[src/rtl/aes_uart_sequencer_if.sv]
// Bus between the AES/UART sequencer and the aes_top core plus UART transmitter.
// master = sequencer side, slave = core/UART side.
interface aes_uart_sequencer_if;
  logic [127:0] aes_plain;
  logic [127:0] aes_key;
  logic         aes_start;
  logic         aes_done;
  logic [127:0] aes_cipher;
  logic         uart_wr;
  logic [7:0]   uart_dat;
  logic         uart_busy;

  modport master (
    output aes_plain, aes_key, aes_start, uart_wr, uart_dat,
    input  aes_done, aes_cipher, uart_busy
  );

  modport slave (
    input  aes_plain, aes_key, aes_start, uart_wr, uart_dat,
    output aes_done, aes_cipher, uart_busy
  );
endinterface

[src/rtl/aes_uart_sequencer.sv]
// Runs one AES-128 encryption and streams the 16 cipher bytes MSB-first to the UART.
// Define AES_TX_TERM_EN to append TERM_BYTE as a 17th byte.
module aes_uart_sequencer #(
  parameter int         SETTLE_CYCLES = 2,
  parameter int         AES_TIMEOUT   = 1024,
  parameter logic [7:0] TERM_BYTE     = 8'h0A
) (
  input  logic                 clk,
  input  logic                 rst_n,
  input  logic                 start,
  input  logic [127:0]         plain,
  input  logic [127:0]         key,
  output logic                 busy,
  output logic                 done,
  output logic                 err,
  output logic [4:0]           byte_idx,
  aes_uart_sequencer_if.master bus
);

  typedef enum logic [2:0] {
    S_IDLE, S_AES_RUN, S_LOAD, S_SETTLE, S_WAIT_TX, S_NEXT
  } state_t;

`ifdef AES_TX_TERM_EN
  localparam logic [4:0] LAST = 5'd16;
`else
  localparam logic [4:0] LAST = 5'd15;
`endif
  localparam logic [15:0] TMO_LAST = 16'(AES_TIMEOUT - 1);
  localparam logic [3:0]  SET_LAST = 4'(SETTLE_CYCLES - 1);

  // Index 16 only occurs with the terminator enabled, so it falls through to TERM_BYTE.
  function automatic logic [7:0] sel_byte(input logic [127:0] c, input logic [4:0] idx);
    logic [7:0] r;
    r = TERM_BYTE;
    for (int i = 0; i < 16; i++) begin
      if (idx == 5'(i)) r = c[127 - 8*i -: 8];
    end
    return r;
  endfunction

  state_t       state_q, state_d;
  logic [127:0] aes_plain_q, aes_plain_d;
  logic [127:0] aes_key_q, aes_key_d;
  logic [127:0] cipher_q, cipher_d;
  logic         aes_start_q, aes_start_d;
  logic [15:0]  tmo_q, tmo_d;
  logic [3:0]   set_q, set_d;
  logic [4:0]   idx_q, idx_d;
  logic [7:0]   uart_dat_q, uart_dat_d;
  logic         uart_wr_q, uart_wr_d;
  logic         done_q, done_d;
  logic         err_q, err_d;

  always_ff @(posedge clk or negedge rst_n) begin
    if (!rst_n) begin
      state_q     <= S_IDLE;
      aes_plain_q <= '0;
      aes_key_q   <= '0;
      cipher_q    <= '0;
      aes_start_q <= 1'b0;
      tmo_q       <= '0;
      set_q       <= '0;
      idx_q       <= '0;
      uart_dat_q  <= '0;
      uart_wr_q   <= 1'b0;
      done_q      <= 1'b0;
      err_q       <= 1'b0;
    end else begin
      state_q     <= state_d;
      aes_plain_q <= aes_plain_d;
      aes_key_q   <= aes_key_d;
      cipher_q    <= cipher_d;
      aes_start_q <= aes_start_d;
      tmo_q       <= tmo_d;
      set_q       <= set_d;
      idx_q       <= idx_d;
      uart_dat_q  <= uart_dat_d;
      uart_wr_q   <= uart_wr_d;
      done_q      <= done_d;
      err_q       <= err_d;
    end
  end

  // Strobes are registered on the transition so they line up with the state they belong to.
  always_comb begin
    state_d     = state_q;
    aes_plain_d = aes_plain_q;
    aes_key_d   = aes_key_q;
    cipher_d    = cipher_q;
    aes_start_d = 1'b0;
    tmo_d       = tmo_q;
    set_d       = set_q;
    idx_d       = idx_q;
    uart_dat_d  = uart_dat_q;
    uart_wr_d   = 1'b0;
    done_d      = 1'b0;
    err_d       = 1'b0;
    case (state_q)
      S_IDLE: begin
        if (start) begin
          aes_plain_d = plain;
          aes_key_d   = key;
          aes_start_d = 1'b1;
          tmo_d       = '0;
          state_d     = S_AES_RUN;
        end
      end
      S_AES_RUN: begin
        // A done coinciding with our own start pulse is stale from the core's previous run.
        if (bus.aes_done && !aes_start_q) begin
          cipher_d   = bus.aes_cipher;
          idx_d      = '0;
          uart_dat_d = bus.aes_cipher[127:120];
          uart_wr_d  = 1'b1;
          state_d    = S_LOAD;
        end else if (tmo_q == TMO_LAST) begin
          err_d   = 1'b1;
          state_d = S_IDLE;
        end else begin
          tmo_d = tmo_q + 16'd1;
        end
      end
      S_LOAD: begin
        set_d   = '0;
        state_d = S_SETTLE;
      end
      S_SETTLE: begin
        if (set_q == SET_LAST) state_d = S_WAIT_TX;
        else                   set_d   = set_q + 4'd1;
      end
      S_WAIT_TX: begin
        if (!bus.uart_busy) state_d = S_NEXT;
      end
      S_NEXT: begin
        if (idx_q == LAST) begin
          done_d  = 1'b1;
          idx_d   = '0;
          state_d = S_IDLE;
        end else begin
          idx_d      = idx_q + 5'd1;
          uart_dat_d = sel_byte(cipher_q, idx_q + 5'd1);
          uart_wr_d  = 1'b1;
          state_d    = S_LOAD;
        end
      end
      default: state_d = S_IDLE;
    endcase
  end

  assign busy          = (state_q != S_IDLE);
  assign done          = done_q;
  assign err           = err_q;
  assign byte_idx      = idx_q;
  assign bus.aes_plain = aes_plain_q;
  assign bus.aes_key   = aes_key_q;
  assign bus.aes_start = aes_start_q;
  assign bus.uart_wr   = uart_wr_q;
  assign bus.uart_dat  = uart_dat_q;

endmodule
[src/flat_wrapper.sv]
// flat-port wrapper written by rule: the top's interface ports become plain ports
module aes_uart_sequencer_flat 
#(
  parameter int         SETTLE_CYCLES = 2,
  parameter int         AES_TIMEOUT   = 1024,
  parameter logic [7:0] TERM_BYTE     = 8'h0A
)
  (clk, rst_n, start, plain, key, busy, done, err, byte_idx, bus_aes_plain, bus_aes_key, bus_aes_start, bus_uart_wr, bus_uart_dat, bus_aes_done, bus_aes_cipher, bus_uart_busy);
  aes_uart_sequencer_if bus_i ();
  input  logic clk;
  input  logic rst_n;
  input  logic start;
  input  logic [127:0] plain;
  input  logic [127:0] key;
  output logic busy;
  output logic done;
  output logic err;
  output logic [4:0] byte_idx;
  output wire logic [$bits(bus_i.aes_plain)-1:0] bus_aes_plain;
  output wire logic [$bits(bus_i.aes_key)-1:0] bus_aes_key;
  output wire logic [$bits(bus_i.aes_start)-1:0] bus_aes_start;
  output wire logic [$bits(bus_i.uart_wr)-1:0] bus_uart_wr;
  output wire logic [$bits(bus_i.uart_dat)-1:0] bus_uart_dat;
  input wire logic [$bits(bus_i.aes_done)-1:0] bus_aes_done;
  input wire logic [$bits(bus_i.aes_cipher)-1:0] bus_aes_cipher;
  input wire logic [$bits(bus_i.uart_busy)-1:0] bus_uart_busy;
  assign bus_aes_plain = bus_i.aes_plain;
  assign bus_aes_key = bus_i.aes_key;
  assign bus_aes_start = bus_i.aes_start;
  assign bus_uart_wr = bus_i.uart_wr;
  assign bus_uart_dat = bus_i.uart_dat;
  assign bus_i.aes_done = bus_aes_done;
  assign bus_i.aes_cipher = bus_aes_cipher;
  assign bus_i.uart_busy = bus_uart_busy;
  aes_uart_sequencer #(.SETTLE_CYCLES(SETTLE_CYCLES), .AES_TIMEOUT(AES_TIMEOUT), .TERM_BYTE(TERM_BYTE)) u_core (.clk(clk), .rst_n(rst_n), .start(start), .plain(plain), .key(key), .busy(busy), .done(done), .err(err), .byte_idx(byte_idx), .bus(bus_i));
endmodule
[config.mk]
export PLATFORM = sky130hd
export DESIGN_NAME = aes_uart_sequencer_flat
export DESIGN_NICKNAME = d
export VERILOG_FILES = /design/src/rtl/aes_uart_sequencer_if.sv /design/src/rtl/aes_uart_sequencer.sv /design/src/flat_wrapper.sv
export SDC_FILE = /design/constraint.sdc
export NUM_CORES = 1
export LEC_CHECK = 0
export BUFFER_PORTS_ARGS = -buffer_cell sky130_fd_sc_hd__buf_4
export CORE_AREA = 5 5 256 258
export DETAILED_ROUTE_END_ITERATION = 10
export DIE_AREA = 0 0 261 263
export GPL_ROUTABILITY_DRIVEN = 0
export GPL_TIMING_DRIVEN = 0
export PLACE_DENSITY = 0.59
export SYNTH_ARGS = -nofsm -noshare
export SYNTH_HDL_FRONTEND = slang
export SYNTH_SLANG_ARGS = --single-unit
[constraint.sdc]
create_clock -name clk -period 7.4 [get_ports clk]
set_clock_uncertainty 0.2 [all_clocks]
set_input_delay 1.85 -clock clk [delete_from_list [all_inputs] [get_ports clk]]
set_output_delay 1.85 -clock clk [all_outputs]
set_load 0.02 [all_outputs]
==> results of run 1 <==
sequential cells by signal, summed over array words and instances, names as in the netlist, 3 cells and up:
signal / cells
u_core.state_q: 3
u_core.cipher_q: 128
u_core.bus.aes_key: 128
u_core.bus.aes_plain: 128
u_core.byte_idx: 5
u_core.tmo_q: 16
u_core.set_q: 4
u_core.bus.uart_dat: 8
per-stage QoR:
| step | cell area (um^2) | setup TNS, ns |
|---|---|---|
| 6_report | 26390 | 0 |
| 5_1_grt | 26390 | 0 |
| 4_1_cts | 26360 | 0 |
| 3_5_place_dp | 24690 | 0 |
| 3_3_place_gp | 24600 | -4.699 |
| 2_1_floorplan | 18570 | 0 |
kinds of logic after synthesis:
kind of cell	Yosys count	share of synthesized area, %
compound gates	230	8.852
buf+inv	139	3.260
fa+ha+maj	10	0.6736
mux	125	7.578
xor+xnor	14	0.6602
flops	424	57.12
simple gates	993	21.85
final cells by class:
| class | instances | share of cell area, % |
|---|---|---|
| diodes | 12 | 0.1138 |
| plain buffers | 113 | 1.925 |
| clock buffers | 71 | 5.424 |
| clock inverters | 19 | 0.9008 |
| inverters | 26 | 0.3698 |
| multi-input cells | 1372 | 27.88 |
| flip-flops and latches | 424 | 40.20 |
| well taps | 846 | 4.011 |
| repair buffers | 665 | 19.17 |
critical path: cells and delay by family (launching register included):
kind            cells  cell delay [ns]
flops               1             0.52
simple gates        4             1.05
compound gates      4             0.97
buf+inv             4             0.69
fa+ha+maj           2             0.61
final timing paths:
path | from | end | slack [ns]
setup / recovery | u_core.byte_idx[1]$_DFFE_PN0P_ | u_core.bus.uart_dat[1]$_DFFE_PN0P_ | 3.27
min in group asynchronous | rst_n | u_core.cipher_q[29]$_DFFE_PN0P_ | 1.05
hold / removal | u_core.bus.aes_key[75]$_DFFE_PN0P_ | u_core.bus.aes_key[75]$_DFFE_PN0P_ | 0.27
setup reg to reg | u_core.byte_idx[1]$_DFFE_PN0P_ | u_core.bus.uart_dat[1]$_DFFE_PN0P_ | 3.27
max in group asynchronous | rst_n | u_core.bus.aes_plain[102]$_DFFE_PN0P_ | 4.40
hold reg to reg | u_core.bus.aes_key[75]$_DFFE_PN0P_ | u_core.bus.aes_key[75]$_DFFE_PN0P_ | 0.27
synthesized netlist by cell type (10+ instances only):
cell type	instances	area share, %
and2_1	10	0.34
xnor2_1	12	0.57
dfrtp_1	424	57
a21oi_1	37	1.0
nand3_1	24	0.65
ha_1	10	0.67
o21ai_0	41	1.1
a221oi_1	10	0.47
o211ai_1	12	0.49
nor2_1	54	1.1
o221ai_1	11	0.52
clkbuf_1	63	1.3
o22ai_1	17	0.57
nand2_1	829	17
mux2_2	125	7.6
a211oi_1	11	0.44
buf_2	39	1.1
inv_1	25	0.51
where the power goes:
group,internal [mW],switching (mW)
Sequential,3.39,0.770
Combinational,1.95,2.99
Clock,1.49,1.03
routing by layer:
layer	share of wire (%)	up-vias
met5	0.053	-
met4	4.6	6
met1	35	8651
met2	50	968
met3	11	244
li1	-	7881
==> key figures, run 1 <==
Flow run
  • Max Cap Violations: 1

Global route
  • M2 GR Usage: 41.83%
  • Busiest layer in global routing: met2
  • First-pass GRT wire length: ~120,000 um
  • Vias in the first global route: approximately 18,000
  • Largest net degree at the start of global routing: between 100 and 150
  • Initial antenna violation count: 22
  • GR Layer Usage met3: under 10%
  • Met1 usage: a little over a quarter
  • Grt ovf: 0
  • GR Util All Layers: 24.18%

Floorplanning
  • Core area: around 63,000 um^2
  • Initial Util: 29.61%
  • DIE HEIGHT: approximately 260 um
  • Num ports: approximately 660
  • Die width: 261 um
  • Overall die area: 68,640 um^2
  • Row count: 92

Synthesis
  • YS warnings: 0
  • Distinct cells, synth: just under 90
  • Synth Flop Type: dfrtp_1
  • Async SR Flop Fraction: 100.0%
  • Post-Syn Area: roughly 19,000 um^2
  • Register area share after synthesis: around 57%
  • Post-synthesis cell count: around 1,900
  • Syn nets: 2,334
  • Seq cells post-synth: ~420
  • Avg Cell Area, Syn: roughly 9.6 um^2
  • Number of synthesized flops with an enable pin: 0

Worst setup path
  • WP data arrival: around 4.4 ns
  • Worst Path Required: 7.71 ns
  • Critical path class: reg2reg
  • Crit-path cells: ha_1 -> buf_2 -> and2_1 -> nand2_1 -> inv_1 -> ha_1 -> buf_4 -> buf_2 -> nand2_1 -> nand2_1 -> o22ai_1 -> a21o_1 -> a221o_1 -> a31oi_1
  • Crit path capture type: flip-flop
  • FF-to-FF path depth: 14
  • CP dominant cell by count: nand2_1
  • Setup crit start kind: flip-flop
  • Slowest cell on crit path: dfrtp_1
  • Slowest stage delay, CP: around 0.52 ns
  • Critical-path maximum fanout: 11

Clock network
  • Maximum buffer depth of the clock tree: 3
  • CTS Hold Buffers Added: 0
  • TritonCTS Buffers: 50
  • CTS tree: done
  • H-tree levels: 2
  • Post-cts sizing count: 0
  • Setup Buffers After CTS: 0
  • Clk slew on worst S/H paths: ~0.070 ns
  • Total number of clock tree sinks: 424
  • Worst skew pair latency: 0.58 ns
  • Root Buffer Master: clkbuf_16

Detailed routing
  • Via count: ~18,000
  • Pre-Repair DR Iteration Count: 7
  • DR iter-0 viols: 1,770
  • Routed wire per std cell: between 20 and 25 um
  • DRC viols: 0
  • Routed Antenna Nets: 0
  • WL final: between 80,000 and 90,000 um
  • Vias per Instance: about 5.0

Outcome
  • Outcome: complete, but fails checks
  • Failing checks: max-capacitance violations, max-slew violations

Placement
  • IO Port Bufs: 662
  • Post-placement cell count: 3,446
  • Detailed Place HPWL: approximately 68,000 um
  • Placement Setup Slack: around 3.1 ns

STA
  • Tcrit/Tclk final: between 50 and 60%
  • Fmax: 242.3 MHz
  • RSZ-0062 raised after global routing: no
  • Rel. slew slack: -8.214%
  • Final Setup Violations: 0
  • Crit path time final: a little over 4 ns
  • Final hold violations: 0
  • Setup ws final: around 3.3 ns
  • Slew @ Worst Pin: between 1.5 and 2 ns
  • Final hold slack: between 0.2 and 0.3 ns
  • Slew Viols, Final: 2

Layout
  • Nets@finish: 3,051
  • Area growth from synthesis to layout: 42.09%
  • Multi-input combinational cell area: around 7400 um^2
  • Cell Count, Final, Fillers Out: 3,548
  • Commonest non-fill, non-tap cell in the layout: nand2_1
  • Util after Layout: 42.07%
  • Reg area: about 11,000 um^2
  • Fillers: 6,139
  • Layout cells sized above 1: between 30% and 40%
  • Leading cell types in the layout, fill and taps excluded: nand2_1, buf_4, dfrtp_1, mux2_2, clkbuf_1

Power
  • Peak VDD IR: roughly 0.23 mV
  • Total power: 11.62 mW
  • Leakage: approximately 13 nW
  • Pwr Density: ~440 nW/um^2

Worst hold path
  • Hold Path Stages: 2
  • Hold crit path type: reg2reg
No activity file was read; power rests on OpenSTA's default activity.
==> inputs of run 2 (changes only) <==
--- a/config.mk
+++ b/config.mk
@@ -6,9 +6,9 @@
 export NUM_CORES = 1
 export LEC_CHECK = 0
 export BUFFER_PORTS_ARGS = -buffer_cell sky130_fd_sc_hd__buf_4
-export CORE_AREA = 5 5 256 258
+export CORE_AREA = 5 5 258 260
 export DETAILED_ROUTE_END_ITERATION = 10
-export DIE_AREA = 0 0 261 263
+export DIE_AREA = 0 0 263 265
 export GPL_ROUTABILITY_DRIVEN = 0
 export GPL_TIMING_DRIVEN = 0
 export PLACE_DENSITY = 0.59
==> constraint.sdc (replaced) <==
create_clock -name clk -period 4.3 [get_ports clk]
set_clock_uncertainty 0.2 [all_clocks]
set_input_delay 1.075 -clock clk [delete_from_list [all_inputs] [get_ports clk]]
set_output_delay 1.075 -clock clk [all_outputs]
set_load 0.02 [all_outputs]
==> run 2 against run 1 <==
Compared with the run above: the flow finishes with violations (design-rule violations); routed wire length down 2.2%; clock power up 71%; critical path depth stayed put; sequential share of layout area is 0.057 points lower; total power is 72% higher; final area grew 0.14%; cell count is 0.42% higher; non-clock buffer count unchanged; largest power group unchanged.
==> key figures, run 2 (same netlist as run 1, synthesis figures left out) <==
Detailed routing
  • Routed Antenna Nets: 0 (unchanged)
  • Vias per Instance: 4.972 (-0.62%)
  • DR iter-0 viols: 1,645 (-7.1%)
  • WL final: 84,290 um (-2.2%)
  • Routed wire per std cell: 23.66 um (-2.6%)
  • Via count: 17,714 (-0.20%)
  • DRC viols: 2 (+2)
  • Pre-Repair DR Iteration Count: 9 (+2)

Layout
  • Util after Layout: 41.37% (-0.70 points)
  • Fillers: 6,327 (+3.1%)
  • Area growth from synthesis to layout: 42.29%
  • Leading cell types in the layout, fill and taps excluded: nand2_1, buf_4, dfrtp_1, mux2_2, clkbuf_1
  • Layout cells sized above 1: 35.15% (+0.25 points)
  • Commonest non-fill, non-tap cell in the layout: nand2_1
  • Design Area, Final: 26,430 um^2 (+0.14%)
  • Cell Count, Final, Fillers Out: 3,563 (+0.42%)
  • Nets@finish: 3,051 (unchanged)

Clock network
  • Worst skew pair latency: 0.61 ns (+0.03 ns)
  • H-tree levels: 2 (unchanged)
  • Total number of clock tree sinks: 424 (unchanged)
  • TritonCTS Buffers: 50 (unchanged)
  • Root Buffer Master: clkbuf_16
  • Maximum buffer depth of the clock tree: 3 (unchanged)
  • Clk slew on worst S/H paths: 0.06 ns (about the same)
  • CTS tree: done
  • CTS Hold Buffers Added: 0 (unchanged)

STA
  • RSZ-0062 raised after global routing: no
  • Tcrit/Tclk final: 94.35% (+39 points)
  • Slew Viols, Final: 0 (-2)
  • Crit path time final: 4.057 ns (-0.07077 ns)
  • Slew @ Worst Pin: 0.9989 ns (-0.5834 ns)
  • Rel. slew slack: 31.68% (+40 points)
  • Final Setup Violations: 0 (unchanged)
  • Final hold violations: 0 (unchanged)
  • Fmax: 246.5 MHz (+1.7%)

Power
  • Leakage: 13.37 nW (about the same)
  • Pwr Density: 754.2 nW/um^2 (+71%)
  • Peak VDD IR: 0.4381 mV (+90%)

Worst setup path
  • Critical path class: reg2reg
  • Crit path capture type: flip-flop
  • Setup crit start kind: flip-flop
  • Critical-path maximum fanout: 11 (unchanged)
  • Reg-to-Reg Start: u_core.byte_idx[1]$_DFFE_PN0P_
  • WP data arrival: 4.36 ns (-0.07 ns)
  • Worst Path Required: 4.60 ns (-3.11 ns)
  • CP startpoint: u_core.byte_idx[1]$_DFFE_PN0P_

Placement
  • Post-placement cell count: 3,455 (+0.26%)
  • IO Port Bufs: 662 (unchanged)
  • Area after DPL: 24,700 um^2 (about the same)
  • Detailed Place HPWL: 66,740 um (-2.2%)

Worst hold path
  • Hold path start: u_core.bus.aes_key[68]$_DFFE_PN0P_
  • Hold crit path type: reg2reg

Floorplanning
  • Initial Util: 29.08% (-0.53 points)
  • Die width: 263 um (+0.77%)
  • Overall die area: 69,700 um^2 (+1.5%)
  • Row count: 93 (+1.1%)
  • Num ports: 663 (unchanged)
  • Core area: 63,880 um^2 (+1.8%)
  • DIE HEIGHT: 265 um (+0.76%)

Global route
  • Grt ovf: 0 (unchanged)
  • Initial antenna violation count: 20 (-9.1%)
  • Vias in the first global route: 18,514 (+0.49%)
  • GR Util All Layers: 23.03% (-1.2 points)
  • Largest net degree at the start of global routing: 118 (-3.3%)
  • First-pass GRT wire length: 122,100 um (-1.8%)

Outcome
  • Outcome: complete, but fails checks
  • Failing checks: design-rule violations

Flow run
  • Max Cap Violations: 0 (-1)
[run 2: critical path, stage by stage, from the launching register on]
cell and delay, ns:
dfrtp_1 0.51, ha_1 0.25, buf_2 0.18, and2_1 0.18, nand2_1 0.10, inv_1 0.05
ha_1 0.35, buf_4 0.20, buf_2 0.26, nor4bb_1 0.46, a41oi_2 0.17, o21bai_1 0.25
o221ai_1 0.45, a21oi_1 0.13, o21ai_0 0.22
[run 2: final cells by class]
type / count / area [um^2] / share of cell area (%)
multi-input combinational: 1372 / 7368 / 27.88
inverter: 26 / 97.59 / 0.3693
sequential: 424 / 10610 / 40.15
clock buffer: 67 / 1405 / 5.316
clock inverter: 24 / 267.8 / 1.013
antenna: 17 / 42.54 / 0.1610
timing repair buffer: 665 / 5060 / 19.14
tap: 855 / 1070 / 4.048
buffer: 113 / 508.0 / 1.922
[run 2: metal layers]
| metal | vias to the layer above | part of all wire [%] | global-route usage, % |
|---|---|---|---|
| li1 | 7878 | - | - |
| met1 | 8661 | 35 | 26.16 |
| met2 | 953 | 50 | 39.82 |
| met3 | 222 | 10 | 7.370 |
| met4 | 0 | 4.6 | 10.38 |
| met5 | - | 0 | 0 |
[run 2: through the flow]
step / power [mW] / worst slack [ns] / hold WS (ns) / TNS, ns
4_1_cts: 20.00 / 0.3015 / 0.2779 / 0
3_5_place_dp: 15.57 / 0.3425 / 0.2630 / 0
5_1_grt: 21.00 / 0.1290 / 0.2975 / 0
6_report: 19.93 / 0.2429 / 0.2712 / 0
2_1_floorplan: 11.34 / 1.104 / 0.2721 / 0
3_3_place_gp: 15.42 / -2.402 / 0.2611 / -992.25
[run 2: power by group]
group	total (mW)	leakage (nW)	internal (mW)	switching (mW)
clock network	4.31	0.816	2.50	1.81
logic	8.44	7.31	3.35	5.10
registers	7.17	5.25	5.83	1.34
total	19.9	13.4	11.7	8.25
[run 2: worst paths after layout]
| kind | slack (ns) | depth (start not counted) | to |
|---|---|---|---|
| worst max-delay path | 0.24 | 14 | u_core.bus.uart_dat[4]$_DFFE_PN0P_ |
| worst min-delay path | 0.27 | 2 | u_core.bus.aes_key[68]$_DFFE_PN0P_ |
| worst max register to register | 0.24 | 14 | u_core.bus.uart_dat[4]$_DFFE_PN0P_ |
| worst min register to register | 0.27 | 2 | u_core.bus.aes_key[68]$_DFFE_PN0P_ |
| max in group asynchronous | 2.04 | 3 | u_core.bus.aes_key[12]$_DFFE_PN0P_ |
| min in group asynchronous | 0.30 | 1 | u_core.cipher_q[11]$_DFFE_PN0P_ |
[run 2: repair_timing]
action / 4_1_cts / 5_1_grt
setup buffers: 0 / 0
gates resized for setup: 0 / 2
endpoints found under the setup margin: 0 / 2
